[src/rtl/ball_engine.sv]
// ball_engine: owns ball position/direction, bounces off walls and paddles,
// and emits hit/wall/goal pulses for the sound and score stages.
module ball_engine #(
  parameter int H_RES      = 640,
  parameter int V_RES      = 480,
  parameter int BALL_SIZE  = 8,
  parameter int BALL_SPEED = 2,
  parameter int PADDLE_W   = 8,
  parameter int PADDLE_H   = 64,
  parameter int PADDLE_X_L = 16,
  parameter int PADDLE_X_R = 616,
  parameter int HOLD_TICKS = 60
) (
  input  logic       clk,
  input  logic       rst_n,
  input  logic       tick,
  input  logic       serve,
  input  logic [9:0] paddle_l_y,
  input  logic [9:0] paddle_r_y,
  output logic [9:0] ball_x,
  output logic [9:0] ball_y,
  output logic       hit,
  output logic       wall,
  output logic       goal,
  output logic       goal_side,
  output logic       playing
);

  localparam logic [10:0] S  = 11'(BALL_SPEED);
  localparam logic [10:0] BS = 11'(BALL_SIZE);
  localparam logic [10:0] HR = 11'(H_RES);
  localparam logic [10:0] VR = 11'(V_RES);
  localparam logic [10:0] PH = 11'(PADDLE_H);
  localparam logic [10:0] FL = 11'(PADDLE_X_L + PADDLE_W);
  localparam logic [10:0] FR = 11'(PADDLE_X_R - BALL_SIZE);
  localparam logic [9:0]  X0 = 10'((H_RES - BALL_SIZE) / 2);
  localparam logic [9:0]  Y0 = 10'((V_RES - BALL_SIZE) / 2);
  localparam int          HW = $clog2(HOLD_TICKS + 1);
  localparam logic [HW-1:0] HOLD_LAST = HW'(HOLD_TICKS - 1);

  typedef enum logic [1:0] {
    IDLE,
    PLAY,
    SCORED
  } state_t;

  state_t        state, state_n;
  logic          dx_q, dy_q, dx_n, dy_n;
  logic [HW-1:0] hold_q, hold_n;
  logic [9:0]    x_n, y_n;
  logic          hit_n, wall_n, goal_n, side_n, playing_n;

  logic [10:0] x11, y11, pl11, pr11;
  logic        ov_l, ov_r;
  logic [9:0]  x_mv, y_mv;
  logic        dx_mv, dy_mv, hit_mv, wall_mv, goal_mv, side_mv;

  assign x11  = {1'b0, ball_x};
  assign y11  = {1'b0, ball_y};
  assign pl11 = {1'b0, paddle_l_y};
  assign pr11 = {1'b0, paddle_r_y};
  assign ov_l = (y11 + BS > pl11) && (y11 < pl11 + PH);
  assign ov_r = (y11 + BS > pr11) && (y11 < pr11 + PH);

  // dy: 1 = down
  always_comb begin
    y_mv    = ball_y;
    dy_mv   = dy_q;
    wall_mv = 1'b0;
    if (!dy_q) begin
      if (y11 <= S) begin
        y_mv    = '0;
        dy_mv   = 1'b1;
        wall_mv = 1'b1;
      end else begin
        y_mv = 10'(y11 - S);
      end
    end else if (y11 + BS + S >= VR) begin
      y_mv    = 10'(VR - BS);
      dy_mv   = 1'b0;
      wall_mv = 1'b1;
    end else begin
      y_mv = 10'(y11 + S);
    end
  end

  // dx: 1 = right; a ball behind a face never satisfies the hit window
  always_comb begin
    x_mv    = ball_x;
    dx_mv   = dx_q;
    hit_mv  = 1'b0;
    goal_mv = 1'b0;
    side_mv = goal_side;
    if (!dx_q) begin
      if (x11 >= FL && x11 <= FL + S && ov_l) begin
        x_mv   = 10'(FL);
        dx_mv  = 1'b1;
        hit_mv = 1'b1;
      end else if (x11 <= S) begin
        x_mv    = '0;
        dx_mv   = 1'b0;
        goal_mv = 1'b1;
        side_mv = 1'b1;
      end else begin
        x_mv = 10'(x11 - S);
      end
    end else begin
      if (x11 <= FR && x11 + S >= FR && ov_r) begin
        x_mv   = 10'(FR);
        dx_mv  = 1'b0;
        hit_mv = 1'b1;
      end else if (x11 + BS + S >= HR) begin
        x_mv    = 10'(HR - BS);
        dx_mv   = 1'b1;
        goal_mv = 1'b1;
        side_mv = 1'b0;
      end else begin
        x_mv = 10'(x11 + S);
      end
    end
  end

  always_comb begin
    state_n = state;
    x_n     = ball_x;
    y_n     = ball_y;
    dx_n    = dx_q;
    dy_n    = dy_q;
    hold_n  = hold_q;
    hit_n   = 1'b0;
    wall_n  = 1'b0;
    goal_n  = 1'b0;
    side_n  = goal_side;
    unique case (state)
      IDLE: begin
        if (serve) begin
          state_n = PLAY;
          dy_n    = ~dy_q;
        end
      end
      PLAY: begin
        if (tick) begin
          x_n    = x_mv;
          y_n    = y_mv;
          dx_n   = dx_mv;
          dy_n   = dy_mv;
          goal_n = goal_mv;
          side_n = side_mv;
          hit_n  = hit_mv & ~goal_mv;
          wall_n = wall_mv & ~goal_mv;
          if (goal_mv) state_n = SCORED;
        end
      end
      SCORED: begin
        if (tick) begin
          if (hold_q == HOLD_LAST) begin
            hold_n  = '0;
            x_n     = X0;
            y_n     = Y0;
            state_n = IDLE;
          end else begin
            hold_n = hold_q + HW'(1);
          end
        end
      end
      default: state_n = IDLE;
    endcase
    playing_n = (state_n == PLAY);
  end

  always_ff @(posedge clk or negedge rst_n) begin
    if (!rst_n) begin
      state     <= IDLE;
      ball_x    <= X0;
      ball_y    <= Y0;
      dx_q      <= 1'b1;
      dy_q      <= 1'b1;
      hold_q    <= '0;
      hit       <= 1'b0;
      wall      <= 1'b0;
      goal      <= 1'b0;
      goal_side <= 1'b0;
      playing   <= 1'b0;
    end else begin
      state     <= state_n;
      ball_x    <= x_n;
      ball_y    <= y_n;
      dx_q      <= dx_n;
      dy_q      <= dy_n;
      hold_q    <= hold_n;
      hit       <= hit_n;
      wall      <= wall_n;
      goal      <= goal_n;
      goal_side <= side_n;
      playing   <= playing_n;
    end
  end

endmodule

[config.mk]
export PLATFORM = sky130hd
export DESIGN_NAME = ball_engine
export DESIGN_NICKNAME = d
export VERILOG_FILES = /design/src/rtl/ball_engine.sv
export SDC_FILE = /design/constraint.sdc
export NUM_CORES = 1
export LEC_CHECK = 0
export ABC_AREA = 0
export CAP_MARGIN = 20
export CORE_MARGIN = 2
export CORE_UTILIZATION = 30
export CTS_BUF_LIST = sky130_fd_sc_hd__clkbuf_16
export CTS_CLUSTER_DIAMETER = 60
export DETAILED_ROUTE_END_ITERATION = 10
export GPL_TIMING_DRIVEN = 0
export PLACE_DENSITY_LB_ADDON = 0.12
export RECOVER_POWER = 50
export SLEW_MARGIN = 20
export SYNTH_ARGS = -nofsm -noshare
export SYNTH_HDL_FRONTEND = slang
export SYNTH_SLANG_ARGS = --single-unit
[constraint.sdc]
create_clock -name clk -period 5.75 [get_ports clk]
set_clock_uncertainty 0.1 [all_clocks]
set_input_delay 0.575 -clock clk [delete_from_list [all_inputs] [get_ports clk]]
set_output_delay 0.575 -clock clk [all_outputs]
set_load 0.02 [all_outputs]
==> out/metrics.sh <==
STATUS='completed'
FINAL_CELL_COUNT_WITHOUT_FILLERS=672
DRIVE_GT1_SHARE_PCT=9.33
RELSLEWSLACK_PCT=22.2
GRT_MAX_DEGREE=20
MIN_PERIOD_OVER_PERIOD_PCT=68.1
SYNTH_XOR_XNOR_AREA_SHARE_PCT=3.09
SHARE_OF_FLIP_FLOPS_WITH_AN_ASYNCHRONOUS_SET_OR_RESET_PCT=100
FINAL_HOLD_VIOL_COUNT=0
CRIT_ARRIVAL_PS=3980
GRT_ANTENNA_BEFORE_REPAIR=0
SYN_TO_FINAL_GROWTH_PCT=21.4
FINAL.SETUP.TNS_PS=0
CRIT_PATH_END_KIND='register'
SYNTH.FF_LATCH_COUNT=33
CLOCK-ROOT-BUFFER='clkbuf_16'
GRT-OVFL-TOTAL=0
NUM_CTS_BUFFERS=5
DP_CELLS=664
POWER_PER_CELL_AREA_nW_PER_UM2=501
SYNTH_COMPOUND_GATE_AREA_SHARE_PCT=27.6
COMB_POWER_SHARE_PCT=67.4
DIEWIDTH_MICRONS=115
SYNTH.YOSYS.WARNINGS=0
SHARE_OF_SYNTHESIZED_CELL_AREA_IN_AND_OR_NAND_AND_NOR_GATES_PCT=23.0
INITIAL_UTILIZATION_PCT=30.7
CORE_REGION_AREA_SQ_UM=12000
CLOCKBUFFERDEPTH=2
DOMINANTREGCELLSYNTH='dfrtp_1'
SYNTH_AREA_LEADER_CELL='ha_1'
IOPINCOUNT=49
YOSYS.CELL_TYPES.COUNT=72
MULTIPLEXER_SHARE_OF_THE_SYNTHESIZED_AREA_PCT=0.543
TIGHTEST_SLEW_PS=1170
FP-ROW-COUNT=40
CLKPWRFRAC_PCT=12.2
FINAL_NETS=593
SYNTHESIZED_INSTANCE_COUNT=469
FILLCELLCOUNT=1281
FIRST_GLOBAL_VIAS=3690
HPWLAFTERDP_MICRONS=8900
INTERNAL_POWER_W=0.00110
SEQCELLAREA_SQ_UM=841
GRT_FIRST_PASS_WIRELENGTH_MICRONS=18900
UNREPAIRED_SETUP_ENDPOINTS_AFTER_GLOBAL_ROUTING='false'
CTS.REPAIR_TIMING.SETUP_BUFFER_COUNT=0
NET_SW_SHARE_PCT=50.9
POSTROUTEWIRELENGTH_MICRONS=11700
TOTAL_LEAKAGE_POWER_nW=1.97
WORST_IR_DROP_VDD_mV=0.200
ROUTABILITYCONGESTION=0.882
VIAS_PER_CELL=5.54
VIAS=3722
ANTENNA_CELLS=0
HOLD_PATH_CLASS='primary input to async pin'
CLKSLEWWORSTSETUPHOLDPATHS_PS=60
DRC_ERRORS=0
FLOORPLAN.DIE_AREA_SQ_UM=13200
PORT-BUFFER-COUNT=46
CRITICAL_PATH_CLASS='register to register'
SYNTH.TOP_CELLS.BY_AREA='ha_1 15%, dfrtp_1 14%, dfstp_2 8.6%, nand2_1 5.0%, inv_1 4.1%'
POWER.NET_SWITCHING_W=0.00114
WORST-ENDPOINT-REQUIRED_PS=5820
MAX_FREQ_MHz=255
DRV_SLEW=0
CLKLATENCYLATEPIN_PS=300
SYNTH_AREA_SQ_UM=3690
YOSYS.AREA.TOP_TYPE_SHARE_PCT=15.3
FIN_CRIT_PS=3910
NUMBER_OF_SYNTHESIZED_FLOPS_WITH_AN_ENABLE_PIN=0
CTS_TREE='built'
NUMCLOCKSINKS=33
SEQPWRFRAC_PCT=20.4
ROUTE.DETAILED.WL_PER_INST_MICRONS=17.4
MAX_CAP_VIOL_COUNT=0
SYNTH-SEQ-AREA-SHARE_PCT=22.8
SYNTH-ADDER-AREA-SHARE_PCT=15.3
REPORT.FINAL.SETUP_VIOL=0
DIE_HEIGHT_MICRONS=115
POWER_W=0.00224
CRITICAL_PATH.MAX_FANOUT=12
CTS.HTREE.LEVELS=2
CTS_REPAIR_RESIZE_COUNT=0
DRT-PASS1-ITER-COUNT=4
POSTROUTEANTENNANETS=0
MULTIINPUTGATEAREA_SQ_UM=2570
SYNTH_TOP_FAMILY_BY_AREA='compound AO/OA/AOI/OAI gates'
FIRST_ITERATION_DETAILED_ROUTING_DRC_COUNT=213
TIMING.CRITICAL_PATH.FROM_TYPE='register'
CTSHOLDBUFFERS=0
GLOBALROUTETOTALUTIL_PCT=18.4
SYN-MEAN-INSTANCE-AREA_SQ_UM=7.86
==> placed cells by master, fill, tap and decap left out, types with 11 or more instances in the layout <==
| cell | netlist | layout |
|---|---|---|
| nand2_1 | 49 | 49 |
| ha_1 | 45 | 45 |
| inv_1 | 40 | 40 |
| clkdlybuf4s50_1 | 0 | 39 |
| nor2_1 | 27 | 27 |
| o21ai_0 | 27 | 27 |
| a21oi_1 | 23 | 23 |
| dfrtp_1 | 21 | 21 |
| nand3_1 | 19 | 19 |
| nor3_1 | 15 | 15 |
| clkbuf_1 | 13 | 15 |
| nand4_1 | 13 | 13 |
| dfstp_2 | 12 | 12 |
| xnor2_1 | 11 | 11 |
==> synth_stat cells, drive strengths merged (3+ instances only) <==
master / count
inv: 41
and3: 11
buf: 11
o21a: 7
nand3: 20
o211ai: 10
o31ai: 6
dfrtp: 21
nor3: 15
or3: 4
clkbuf: 15
dfstp: 12
or4: 3
ha: 45
nor4: 5
o21ai: 32
a211oi: 6
o2111ai: 4
a41oi: 3
a21o: 10
nand2: 49
nor2: 27
and2: 5
o211a: 4
or2: 3
a21oi: 23
a21boi: 3
nand4: 13
o22ai: 4
a31oi: 9
xnor2: 11
==> power groups by stage <==
stage	clock (W)	sequential [W]	combinational, W
floorplan	0	0.000500	0.000982
global placement	0	0.000461	0.00148
detailed placement	0	0.000465	0.00150
CTS	0.000285	0.000462	0.00151
global route	0.000293	0.000477	0.00168
finish	0.000274	0.000457	0.00151
==> cell type report <==
| class | count | area share [%] |
|---|---|---|
| Tap cell | 147 | 4.11 |
| Inverter | 41 | 3.44 |
| Sequential cell | 33 | 18.8 |
| Timing Repair Buffer | 47 | 10.2 |
| Buffer | 26 | 2.80 |
| Clock buffer | 5 | 2.80 |
| Multi-Input combinational cell | 370 | 57.4 |
| Clock inverter | 3 | 0.391 |
==> path summary, 6_finish.rpt <==
kind	from	to	slack (ps)	cells past startpoint
setup / recovery	ball_y[4]$_DFFE_PN0P_	hit$_DFF_PN0_	1840	12
setup reg to reg	ball_y[4]$_DFFE_PN0P_	hit$_DFF_PN0_	1840	12
max in group asynchronous	rst_n	goal_side$_DFFE_PN0P_	3760	2
hold / removal	rst_n	hit$_DFF_PN0_	250	1
hold reg to reg	hold_q[1]$_DFFE_PN0P_	hold_q[1]$_DFFE_PN0P_	410	2
min in group clk	hold_q[1]$_DFFE_PN0P_	hold_q[1]$_DFFE_PN0P_	410	2
==> flip-flops by register name (all words and copies together) (netlist names), 2 cells and up <==
register  count
ball_y        9
hold_q        6
state         2
ball_x        9
==> worst max-delay path, cell delays in order, from the launching register on <==
cell      delay, ps
dfrtp_1         620
ha_1            340
and2_1          220
nand4_1         130
xnor2_1         480
ha_1            350
nand3_1         110
nor4_1           60
a21oi_1         140
o221ai_1        230
nor3_1          570
nor2_1          120
a211oi_1        320
==> cell families after synthesis <==
group                    Yosys count
other                              1
AO/OA/AOI/OAI                    143
XOR/XNOR                          13
flip-flops                        33
adder cells (fa/ha/maj)           45
multiplexers                       2
AND/OR/NAND/NOR                  165
buffers and inverters             67
==> per-stage QoR <==
step | hold slack (ps) | cell area (sq um) | utilization, % | setup slack [ps]
after floorplan | 179 | 3690 | - | 2410
after global placement | 381 | 4330 | 36.1 | 1900
after detailed placement | 393 | 4360 | 36.3 | 1870
after CTS | 121 | 4500 | 37.5 | 1860
after global routing | 351 | 4470 | 37.3 | 1550
final | 254 | 4470 | 37.3 | 1840
==> metal layers <==
metal | wire, microns | up-vias | GRT usage [%]
met5 | 0 | - | 0
met3 | 607 | 18 | 3.53
met4 | 253 | 0 | 6.99
met1 | 5600 | 1774 | 25.3
li1 | - | 1835 | -
met2 | 5260 | 95 | 28.5
Note: power is estimated with default switching activity, not from simulation.
